$ cat src/rtl/irq_source_conditioner.sv
// Interrupt source conditioner: per-line synchroniser, glitch filter and polarity, plus a latched
// rising-edge STATUS register. Define IRQ_GLITCH_FILTER_EN to include the programmable glitch filter.
module irq_source_conditioner #(
  parameter int NUM_IRQ      = 8,
  parameter int SYNC_STAGES  = 2,
  parameter int FILTER_BITS  = 4,
  parameter int FILTER_RESET = 3
) (
  input  logic               clk,
  input  logic               reset,
  input  logic [NUM_IRQ-1:0] irq_raw,
  output logic [NUM_IRQ-1:0] irq_out,
  input  logic [7:0]         i_data,
  output logic [7:0]         o_data,
  input  logic [1:0]         addr,
  input  logic               cs,
  input  logic               rwb
);

  logic                                 we;
  logic                                 re;
  logic [SYNC_STAGES-1:0][NUM_IRQ-1:0]  sync_q;
  logic [NUM_IRQ-1:0]                   sync_s;
  logic [NUM_IRQ-1:0]                   filt;
  logic [NUM_IRQ-1:0]                   polarity;
  logic [NUM_IRQ-1:0]                   status;
  logic [NUM_IRQ-1:0]                   prev_out;
  logic [NUM_IRQ-1:0]                   w1c;

  assign we      = cs & ~rwb;
  assign re      = cs & rwb;
  assign sync_s  = sync_q[SYNC_STAGES-1];
  assign irq_out = filt ^ polarity;
  assign w1c     = (we && addr == 2'd2) ? i_data[NUM_IRQ-1:0] : '0;

  // Synchroniser chain: stage 0 captures the raw asynchronous lines.
  always_ff @(negedge clk) begin
    if (reset) begin
      sync_q <= '0;
    end else begin
      sync_q <= {sync_q[SYNC_STAGES-2:0], irq_raw};
    end
  end

`ifdef IRQ_GLITCH_FILTER_EN
  localparam logic [FILTER_BITS-1:0] CNT_ONE = FILTER_BITS'(1);

  logic [FILTER_BITS-1:0]               filter_len;
  logic [NUM_IRQ-1:0][FILTER_BITS-1:0]  cnt;

  // A line must disagree with filt for FILTER_LEN+1 consecutive samples before filt follows;
  // any bounce back restarts the count. cnt wraps rather than saturates if LEN shrinks mid-count.
  always_ff @(negedge clk) begin
    if (reset) begin
      filt <= '0;
      cnt  <= '0;
    end else begin
      for (int i = 0; i < NUM_IRQ; i++) begin
        if (sync_s[i] == filt[i]) begin
          cnt[i] <= '0;
        end else if (cnt[i] == filter_len) begin
          filt[i] <= sync_s[i];
          cnt[i]  <= '0;
        end else begin
          cnt[i] <= cnt[i] + CNT_ONE;
        end
      end
    end
  end
`else
  always_ff @(negedge clk) begin
    if (reset) begin
      filt <= '0;
    end else begin
      filt <= sync_s;
    end
  end
`endif

  // CPU registers; a fresh rising edge takes priority over a simultaneous W1C on the same bit.
  always_ff @(negedge clk) begin
    if (reset) begin
      polarity <= '0;
      status   <= '0;
      prev_out <= '0;
`ifdef IRQ_GLITCH_FILTER_EN
      filter_len <= FILTER_BITS'(FILTER_RESET);
`endif
    end else begin
      prev_out <= irq_out;
      status   <= (status & ~w1c) | (irq_out & ~prev_out);
      if (we && addr == 2'd0) begin
        polarity <= i_data[NUM_IRQ-1:0];
      end
`ifdef IRQ_GLITCH_FILTER_EN
      if (we && addr == 2'd1) begin
        filter_len <= i_data[FILTER_BITS-1:0];
      end
`endif
    end
  end

  always_comb begin
    o_data = 8'h00;
    if (re) begin
      case (addr)
        2'd0:    o_data = 8'(polarity);
`ifdef IRQ_GLITCH_FILTER_EN
        2'd1:    o_data = 8'(filter_len);
`else
        2'd1:    o_data = 8'h00;
`endif
        2'd2:    o_data = 8'(status);
        default: o_data = 8'(irq_out);
      endcase
    end
  end

endmodule
$ cat config.mk
export PLATFORM = sky130hd
export DESIGN_NAME = irq_source_conditioner
export DESIGN_NICKNAME = d
export VERILOG_FILES = /design/src/rtl/irq_source_conditioner.sv
export SDC_FILE = /design/constraint.sdc
export NUM_CORES = 1
export LEC_CHECK = 0
export ABC_CLOCK_PERIOD_IN_PS = 1300
export CAP_MARGIN = 10
export CELL_PAD_IN_SITES_DETAIL_PLACEMENT = 1
export CELL_PAD_IN_SITES_GLOBAL_PLACEMENT = 1
export CORE_MARGIN = 4
export CORE_UTILIZATION = 37
export CTS_CLUSTER_SIZE = 16
export DETAILED_ROUTE_END_ITERATION = 7
export GPL_TIMING_DRIVEN = 1
export PLACE_DENSITY = 0.79
export SLEW_MARGIN = 25
export SYNTH_ARGS = -nofsm -noshare
export SYNTH_HDL_FRONTEND = slang
export SYNTH_SLANG_ARGS = --single-unit
$ cat constraint.sdc
create_clock -name clk -period 1.3 [get_ports clk]
set_input_delay 0.26 -clock clk [delete_from_list [all_inputs] [get_ports clk]]
set_output_delay 0.26 -clock clk [all_outputs]
set_load 0.02 [all_outputs]
Yosys cells after proc, flatten, opt, wreduce, memory -nomap -nowiden --
Cells that the tools add are included.
Word-level totals: bits in registers 48, bits of input ports 22, output and inout bits 16, word-level logic and storage cells 23
Cells by class: equality and inequality tests 2, multiplexer cells 3, bitwise operators 9, reduce and logical (&&, ||, !) cells 3
Operators with widths (number):
- case mux 8 bit (3 select lines) | 1
- AND 8 bit | 2
- 2-to-1 mux 8 bit | 2
- NOT 8 bit | 2
- OR 8 bit | 1
- XOR 8 bit | 1
- AND 1 bit | 2
- == test 2 x 1 -> 1 bit (second input constant) | 1
- == test 2 bit (second input constant) | 1
- logical AND 1 bit | 2
- logical NOT 2 bit | 1
- NOT 1 bit | 1

Logic depth before layout (Yosys ltp) --
Gate-level depths: netlist (run 1).
word-level depth 7, depth in mapped cells 4, gate-level depth less buffers 4

==> run_results.csv, run 1 <==
group,metric,value,unit
run_status,status,"complete, but fails checks",
run_status,violations,"setup timing",
critical_path,critPathMaxFanout,3,
hold_path,hp-class,"reg -> reg",
placement,place_inst,292,
yosys,synthCells,186,
yosys,synthTopCellsByArea,"dfxtp_1 55%, nor2b_1 8.6%, nand2_1 5.3%",
detailed_routing,viasPerCell,5.30,
run,max-cap-violations,0,
global_routing,grt_max_degree,19,
yosys,ys_warn_count,0,
global_routing,antenna_found_initial,0,
critical_path,cp.required,1.04,ns
global_routing,gr-total-overflow,0,
yosys,synth_top_cell_area_share,0.548,
sta,setup_viol,32,
cts,clock_path_buffers,2,
critical_path,critical_path_class,"reg -> out",
critical_path,slowest_stage,"dfxtp_4",
yosys,synth_cell_types,19,
critical_path,startpoint,"polarity[7]",
critical_path,reg2reg_from,"polarity[7]",
pwr,powerDensity,1240,nW/um^2
critical_path,r2r_end,"prev_out[7]",
detailed_routing,vias,1923,
yosys,synth_area,1750,um^2
critical_path,crit_path_max_incr_delay,0.37,ns
die,num_io_pins,38,
sta,fin_tns_setup,-17.89,ns
hold_path,whs_path_depth,1,
pwr,ir_drop,0.00112,V
global_routing,grt_first_pass_wirelength,11.4,mm
yosys,syn-num-nets,208,
critical_path,r2r_cells,5,
critical_path,worstPathCellList,"xnor2_4 -> inv_2 -> nand2_1 -> a21oi_4 -> buf_6",
detailed_routing,post_drt_wl_per_cell,24.7,um
critical_path,start_kind,"register",
yosys,yosysSeqAreaShare,0.548,
detailed_routing,drt_iter0_markers,121,
critical_path,path_delay_family,"flip-flops",
yosys,synth_commonest_cells,"48 x dfxtp_1, 25 x nand2_1, 24 x nor2b_1",
die,die_area,5910,um^2
detailed_routing,wl,8.97,mm
critical_path,end_kind,"primary output",
cells_and_area,diodes,0,
yosys,synthMostInstantiatedCell,"dfxtp_1",
placement,gp_congestion,0.764,
cts,cts_made_buffers,5,
critical_path,path_buf_inv,2,
yosys,synth_top_area_cell,"dfxtp_1",
cells_and_area,synthToLayoutAreaGrowth,88.2,%
cells_and_area,final_cells,363,
sta,hold_viol_final,0,
cts,cts_tree,"built",
cts,cts.htree.levels,2,
critical_path,reg2reg_slack,0.08,ns
cts,cts.clk_slew.worst_paths,0.08,ns
detailed_routing,drtPass1Iterations,4,
critical_path,cp.arrival,2.04,ns
die,die_y,76.9,um
yosys,synthArstFlopShare,0,
global_routing,grt_pass1_vias,2162,
sta,slew_violations,0,
sta,fin_skew,0.0457,ns
critical_path,worstSetupPathDepth,5,
sta,rsz0062_at_grt,"true",
sta,tightest_slew,0.369,ns
yosys,synthFlopType,"dfxtp_1",
placement,pre_cts_slack,-1.07,ns
yosys,syn_area_per_cell,9.43,um^2
die,die_w,76.9,um
cts,clock-root-buffer,"clkbuf_8",
cells_and_area,final_nets,332,
detailed_routing,route.detailed.drc,0,
yosys,synth_edf_count,0,
sta,setup_slack,-1.00,ns
die,num_rows,24,
detailed_routing,final_antenna_net_count,0,
sta,max-slew-margin-rel,0.754,
placement,portBuffers,37,
global_routing,grt_usage,0.249,
die,initial_utilization,0.392,
pwr,p_leak,1.45,nW
yosys,ys_seq_elements,48,
critical_path,critPathCapture,"o_data[7]",
placement,dp_hpwl,3.53,mm
cts,cts_sinks,48,
cells_and_area,fill_cells,447,
die,core_area,4470,um^2
cells_and_area,layout-drive-gt1-share,0.482,
cts,clkLatencyLatePin,0.43,ns
==> cell families after synthesis <==
| logic type | after synthesis | share of synthesized area |
|---|---|---|
| AND/OR/NAND/NOR | 63 | 0.189 |
| AO/OA/AOI/OAI | 40 | 0.160 |
| flip-flops | 48 | 0.548 |
| buffers and inverters | 27 | 0.0635 |
| XOR/XNOR | 8 | 0.0399 |
==> report_power, final <==
| part | leakage, nW | internal, W | switching (W) | total (W) |
|---|---|---|---|---|
| Combinational | 0.735 | 0.000255 | 0.000245 | 0.000500 |
| Clock | 0.314 | 0.000777 | 0.00126 | 0.00204 |
| Sequential | 0.402 | 0.00152 | 0.0000486 | 0.00157 |
| Total | 1.45 | 0.00255 | 0.00156 | 0.00411 |
==> worst min path at each step <==
stage | start | to | slack, ns
6_report | prev_out[6] | status[6] | 0.38
2_1_floorplan | prev_out[0] | status[0] | 0.40
5_1_grt | prev_out[6] | status[6] | 0.40
3_3_place_gp | prev_out[5] | status[5] | 0.40
4_1_cts | prev_out[6] | status[6] | 0.41
3_5_place_dp | prev_out[7] | status[7] | 0.41
==> cell usage in the layout, fill, tap and decap left out, types with 9 or more instances in the layout <==
cell	Yosys	final
inv_1	17	56
dfxtp_1	48	32
nor2_1	9	9
nor2b_1	24	24
buf_4	0	32
buf_6	1	26
nand2_1	25	16
==> flip-flops by register name, summed over array words and instances, names as in the netlist <==
register  flops
filt          8
polarity      8
sync_s        8
status        8
prev_out      8
sync_q        8
==> final cells by class <==
cell class / count / area (um^2) / share of cell area
Timing Repair Buffer: 80 / 763 / 0.231
Clock buffer: 5 / 68.8 / 0.0208
Sequential cell: 48 / 1000 / 0.303
Inverter: 16 / 60.1 / 0.0182
Multi-Input combinational cell: 111 / 1120 / 0.339
Tap cell: 52 / 65.1 / 0.0197
Clock inverter: 51 / 225 / 0.0682
==> timing repair <==
item,CTS,global route
endpoints found under the setup margin,32,32
gates resized for setup,168,33
hold buffers,0,0
buffers inserted,7,9
pin swaps,26,13
==> through the flow <==
stage | power [W] | utilization | cell area, um^2 | hold WS [ns]
floorplan | 0.00200 | - | 2000 | 0.397
global placement | 0.00216 | 0.565 | 2530 | 0.399
detailed placement | 0.00218 | 0.565 | 2530 | 0.405
CTS | 0.00381 | 0.680 | 3040 | 0.407
global route | 0.00435 | 0.738 | 3300 | 0.396
finish | 0.00411 | 0.738 | 3300 | 0.378
==> per-layer routing <==
layer,vias up,wire length (um),global-route usage
li1,857,-,-
met1,931,3420,0.268
met2,101,4630,0.428
met3,34,543,0.0937
met4,0,374,0.121
met5,-,0,0
Power figures use the tool's default switching activity.
==> run 2: changes to the inputs <==
- CORE_MARGIN: 4 -> default
- CTS_CLUSTER_DIAMETER: default -> 200
==> run 2 against run 1 <==
The run still ends with setup timing left. Sequential cell count unchanged. Combinational power decreased by 4.6%. Critical path depth unchanged. Register-to-register slack improved by 0.06 ns. Power decreased by 3.9%. Clock skew increased by 0.025 ns. Non-clock buffer count decreased by 6. Cell count decreased by 1.9%. Via count decreased by 2.5%. Highest routed layer unchanged.
==> run_results.csv, run 2 (synthesis gave the netlist of run 1 again) <==
group,metric,value,unit
run_status,status,"complete, but fails checks",
run_status,violations,"setup timing",
placement,portBuffers,37,
die,num_rows,24,
run,max-cap-violations,0,
detailed_routing,final_antenna_net_count,0,
detailed_routing,post_drt_wl_per_cell,22.7,um
detailed_routing,route.detailed.drc,0,
cells_and_area,most-common-layout-cells,"57 x inv_1, 32 x dfxtp_1, 27 x buf_4",
global_routing,grt_max_degree,20,
critical_path,r2r_cells,5,
critical_path,path_delay_family,"flip-flops",
cts,cts_tree,"built",
cells_and_area,layout_commonest_cell,"inv_1",
cells_and_area,synthToLayoutAreaGrowth,81.6,%
die,die_y,70.9,um
die,initial_utilization,0.395,
critical_path,critical_path_class,"reg -> out",
global_routing,gr-total-overflow,0,
sta,setup_viol,32,
global_routing,antenna_found_initial,0,
cts,cts.htree.levels,2,
sta,rsz0062_at_grt,"true",
die,die_w,70.9,um
critical_path,path_buf_inv,2,
sta,setup_slack,-0.990,ns
die,die_area,5020,um^2
global_routing,grt_usage,0.295,
detailed_routing,viasPerCell,5.26,
hold_path,hp-class,"reg -> reg",
global_routing,grt_pass1_vias,2160,
hold_path,whs_path_depth,1,
die,core_area,4440,um^2
sta,max-slew-margin-rel,0.791,
cells_and_area,multi_input_area,1070,um^2
cells_and_area,layout-drive-gt1-share,0.480,
sta,slew_violations,0,
cts,clkLatencyLatePin,0.43,ns
pwr,powerDensity,1240,nW/um^2
detailed_routing,vias,1874,
placement,gp_congestion,0.772,
critical_path,worstSetupPathDepth,5,
critical_path,crit_path_max_incr_delay,0.34,ns
critical_path,worstPathCellList,"xnor2_2 -> inv_2 -> nand2_1 -> a21oi_4 -> buf_6",
critical_path,cp.required,1.04,ns
cts,clock_path_buffers,2,
cts,cts.clk_slew.worst_paths,0.11,ns
pwr,ir_drop,0.000974,V
global_routing,grt_first_pass_wirelength,10.9,mm
sta,hold_viol_final,0,
sta,tightest_slew,0.314,ns
critical_path,start_kind,"register",
cts,cts_sinks,48,
cts,clock-root-buffer,"clkbuf_8",
detailed_routing,drtPass1Iterations,6,
pwr,p_leak,1.41,nW
critical_path,slowest_stage,"dfxtp_2",
placement,dp_hpwl,3.67,mm
die,num_io_pins,38,
cells_and_area,fin_util,0.717,
cells_and_area,diodes,0,
sta,fin_hold_ws,0.383,ns
detailed_routing,drt_iter0_markers,125,
detailed_routing,wl,8.10,mm
critical_path,cp.arrival,2.03,ns
cells_and_area,final_nets,326,
cts,cts_made_buffers,5,
cells_and_area,ff_latch_area,993,um^2
critical_path,critPathMaxFanout,2,
critical_path,end_kind,"primary output",
cells_and_area,fill_cells,468,
sta,fin_skew,0.0708,ns
==> run 2: cell count changes in the layout (fill, tap and decap cells not counted), moves of 3 or more <==
| cell | delta |
|---|---|
| buf_4 | -5 |
| dfxtp_2 | +3 |
| dfxtp_4 | -3 |
| nand2_1 | -5 |
| nand2_2 | +8 |
| nand2_4 | -3 |
| xnor2_2 | +3 |
| xnor2_4 | -3 |
==> run 2: path summary, 6_finish.rpt <==
path / start / endpoint / slack (ns)
worst max-delay path: filt[4] / o_data[4] / -0.99
worst min-delay path: prev_out[7] / status[7] / 0.38
worst max register to register: polarity[7] / prev_out[7] / 0.14
worst min register to register: prev_out[7] / status[7] / 0.38
==> run 2: timing repair <==
action,in CTS,in global routing
buffers inserted,6,4
hold buffers,0,0
pin swaps,26,10
gates resized for setup,171,22
gates cloned,0,0
endpoints found under the setup margin,32,32
==> run 2: area by class of cell <==
cell class / instances / area share
Timing Repair Buffer: 74 / 0.224
Clock buffer: 5 / 0.0216
Clock inverter: 50 / 0.0672
Sequential cell: 48 / 0.312
Multi-Input combinational cell: 111 / 0.336
Tap cell: 52 / 0.0204
Inverter: 16 / 0.0189
==> run 2: routing by layer <==
layer  global-route usage  wire (um)
met4                0.138        257
met2                0.514       4150
met1                0.308       3260
met3                0.125        430
met5                    0          0
==> run 2: report_power, final <==
part | internal [W] | switching, W | total [W]
sequential | 0.00153 | 0.0000406 | 0.00157
combinational | 0.000241 | 0.000236 | 0.000477
clock | 0.000756 | 0.00115 | 0.00191
==> run 2: per-stage QoR <==
| stage | cells | setup TNS (ns) | total power, W | instance area [um^2] | setup slack (ns) |
|---|---|---|---|---|---|
| 2_1_floorplan | 186 | -12.98 | 0.00200 | 2000 | -0.486 |
| 3_3_place_gp | 292 | -35.35 | 0.00216 | 2530 | -0.996 |
| 3_5_place_dp | 292 | -38.12 | 0.00219 | 2530 | -1.09 |
| 4_1_cts | 352 | -16.90 | 0.00375 | 3020 | -0.914 |
| 5_1_grt | 356 | -18.30 | 0.00414 | 3190 | -1.04 |
| 6_report | 356 | -17.65 | 0.00395 | 3190 | -0.990 |
==> RTL edit, RTL diff (config.mk and constraints of run 1) <==
The option `IRQ_GLITCH_FILTER_EN` is turned on by a define.
--- a/src/rtl/irq_source_conditioner.sv
+++ b/src/rtl/irq_source_conditioner.sv
@@ -2,2 +2,4 @@
 // rising-edge STATUS register. Define IRQ_GLITCH_FILTER_EN to include the programmable glitch filter.
+`define IRQ_GLITCH_FILTER_EN
+
 module irq_source_conditioner #(
Check against the original RTL: not equivalent (a bounded check fails within 4 cycles, from zero or initial values and one cycle with reset high).
==> RTL edit against run 1 <==
- the flow still finishes with violations (negative setup slack)
- worst setup slack worse by 0.43 ns
- clock power is 78% higher
- synthesized area is 120% higher
- via count is 110% higher
- core utilization is 2.7 points lower
- sequential cell count is 36 higher
- routed wire length is 140% higher
- cell area is 110% higher
- combinational power is 65% higher
- global-route usage is 4.5 points higher
- power is 73% higher
- highest routed layer unchanged
==> RTL edit: results (changes against run 1) <==
| Metric | Value |
|---|---|
| Drt total wl | 21800 um (+140%) |
| H-tree Lvls | 3 (+1) |
| Initial antenna violation count | 1 (+1) |
| Synth Area in XOR/XNOR | 0.146 (+0.106) |
| Worst skew pair latency | 0.51 ns (+0.08 ns) |
| Clock transition at the registers of the reported paths | 0.12 ns (+0.04 ns) |
| DPL Wire Length | 7160 um (+100%) |
| Placed Instances | 587 (+100%) |
| Dominant cells by area after synthesis | dfxtp_1 44%, xor2_1 12%, nand2b_1 5.2% |
| Filler cell count | 979 (+120%) |
| Post-synthesis mux area share | 0.0504 (+0.0504) |
| Cell type of the slowest stage on the worst timing path | mux4_2 |
| Largest reg by FF count | cnt |
| Worst VDD drop | 1.16 mV (+3.5%) |
| Synth Area in Adders | 0.0260 (+0.0260) |
| Library cells used by synthesis | 28 (+9) |
| Largest net degree at the start of global routing | 21 (+2) |
| Violated checks | negative setup slack |
| GR Util met1 | 0.270 (+0.00215) |
| Net Count, Synth | 408 (+96%) |
| Status | finished with violations |
| Final ANT Viol Nets | 0 (unchanged) |
| GR met3 Demand/Resource | 0.0940 (+0.000275) |
| Worst path max stage delay | 0.49 ns (+0.12 ns) |
| Drt initial violations | 251 (+110%) |
| Worst-path maximum fanout | 2 (-1) |
| Nets | 631 (+90%) |
| Final WS setup | -1.43 ns (-0.426 ns) |
| Hold WC Path Type | flip-flop to flip-flop |
| Post-synth top cells | 84 x dfxtp_1, 54 x xor2_1, 32 x nand2b_1 |
| Share of cells above drive strength 1 | 0.522 (+0.0400) |
| GRT Residual Overflow | 0 (unchanged) |
| M2 GR Usage | 0.533 (+0.106) |
| GRT Overall Usage | 0.294 (+0.0445) |
| First-pass GRT wire length | 25400 um (+120%) |
| GPL Wtd Cong | 0.726 (-5.0%) |
| Cts bufs inserted | 9 (+4) |
| Register area share after synthesis | 0.437 (-0.111) |
| Worst Tran Pin Value | 0.468 ns (+0.0992 ns) |
| CTS max path bufs | 2 (unchanged) |
| Compound-Gate Fraction of Synth Area | 0.0527 (-0.107) |
| Non-Filler Instances | 739 (+100%) |
| WP data arrival | 2.47 ns (+0.43 ns) |
| Clock Skews | 0.0850 ns (+0.0394 ns) |
| Vias per inst | 5.54 (+4.6%) |
| Pleak | 0.00319 uW (+120%) |
| Mean Syn Cell Area | 10.2 um^2 (+7.9%) |
| YS warnings | 0 (unchanged) |
| # DRC | 0 (unchanged) |
| Final setup vio count | 77 (+140%) |
| Vias in the first global route | 4493 (+110%) |
RTL edit: changes by cell type after synthesis, moves of 10 or more:
cell,run 1,this run
o21ai_0,0,14
xor2_1,0,54
nand2b_1,0,32
nor3_1,0,24
mux2i_1,0,10
dfxtp_1,48,84
RTL edit: power by group:
group / switching (uW) / total (uW) / internal, uW
clock: 2400 / 3630 / 1230
combinational: 410 / 825 / 415
sequential: 61.7 / 2670 / 2610
RTL edit: kinds of logic after synthesis:
| kind of cell | Yosys count |
|---|---|
| flip-flops | 84 |
| buffers and inverters | 28 |
| multiplexers | 14 |
| XOR/XNOR | 64 |
| adder cells (fa/ha/maj) | 8 |
| AND/OR/NAND/NOR | 142 |
| AO/OA/AOI/OAI | 38 |
RTL edit: worst max-delay path: cells and delay by family (launching register included):
family | cells | cell delay (ns)
xor+xnor | 1 | 0.16
buf+inv | 1 | 0.13
simple gates | 1 | 0.15
mux | 1 | 0.49
flops | 1 | 0.39
RTL edit: cell type report:
cell class              instances  area (um^2)  area share
repair buffers                146         1520       0.215
clock inverters                90          375      0.0530
inverters                      10         42.5     0.00601
clock buffers                   9          124      0.0175
well taps                     133          166      0.0235
multi-input cells             266         3100       0.437
flip-flops and latches         84         1750       0.247
diodes                          1         2.50    0.000353
RTL edit: per-stage QoR:
stage / TNS, ns / power [uW] / setup slack (ns) / instance area (um^2)
floorplan: -18.57 / 3420 / -0.772 / 4360
global route: -34.07 / 7330 / -1.44 / 7080
global placement: -52.03 / 3590 / -1.28 / 5160
finish: -33.10 / 7120 / -1.43 / 7080
CTS: -23.58 / 6500 / -1.33 / 6420
detailed placement: -54.79 / 3620 / -1.31 / 5160
RTL edit: path summary, 6_finish.rpt:
kind | from | end | slack, ns | depth (start not counted)
max reg2reg | filter_len[3]$_SDFFE_NP0P_ | filt[1]$_SDFFE_NP0P_ | -0.41 | 5
min reg2reg | sync_q[2]$_SDFF_NP0_ | sync_s[2]$_SDFF_NP0_ | 0.45 | 1
max | polarity[0]$_SDFFE_NP0P_ | o_data[0] | -1.43 | 4
min | sync_q[2]$_SDFF_NP0_ | sync_s[2]$_SDFF_NP0_ | 0.45 | 1
RTL edit: timing repair:
item | CTS | global route
gates cloned | 5 | 0
endpoints found under the setup margin | 76 | 76
hold buffers | 0 | 0
buffers inserted | 25 | 27
gates resized for setup | 217 | 102
pin swaps | 22 | 27
RTL edit: layer usage:
| layer | vias to the layer above | wire length (um) | share of wire |
|---|---|---|---|
| li1 | 1685 | - | - |
| met1 | 2046 | 7410 | 0.34 |
| met2 | 235 | 11300 | 0.52 |
| met3 | 129 | 1310 | 0.060 |
| met4 | 0 | 1770 | 0.081 |
| met5 | - | 0 | 0 |
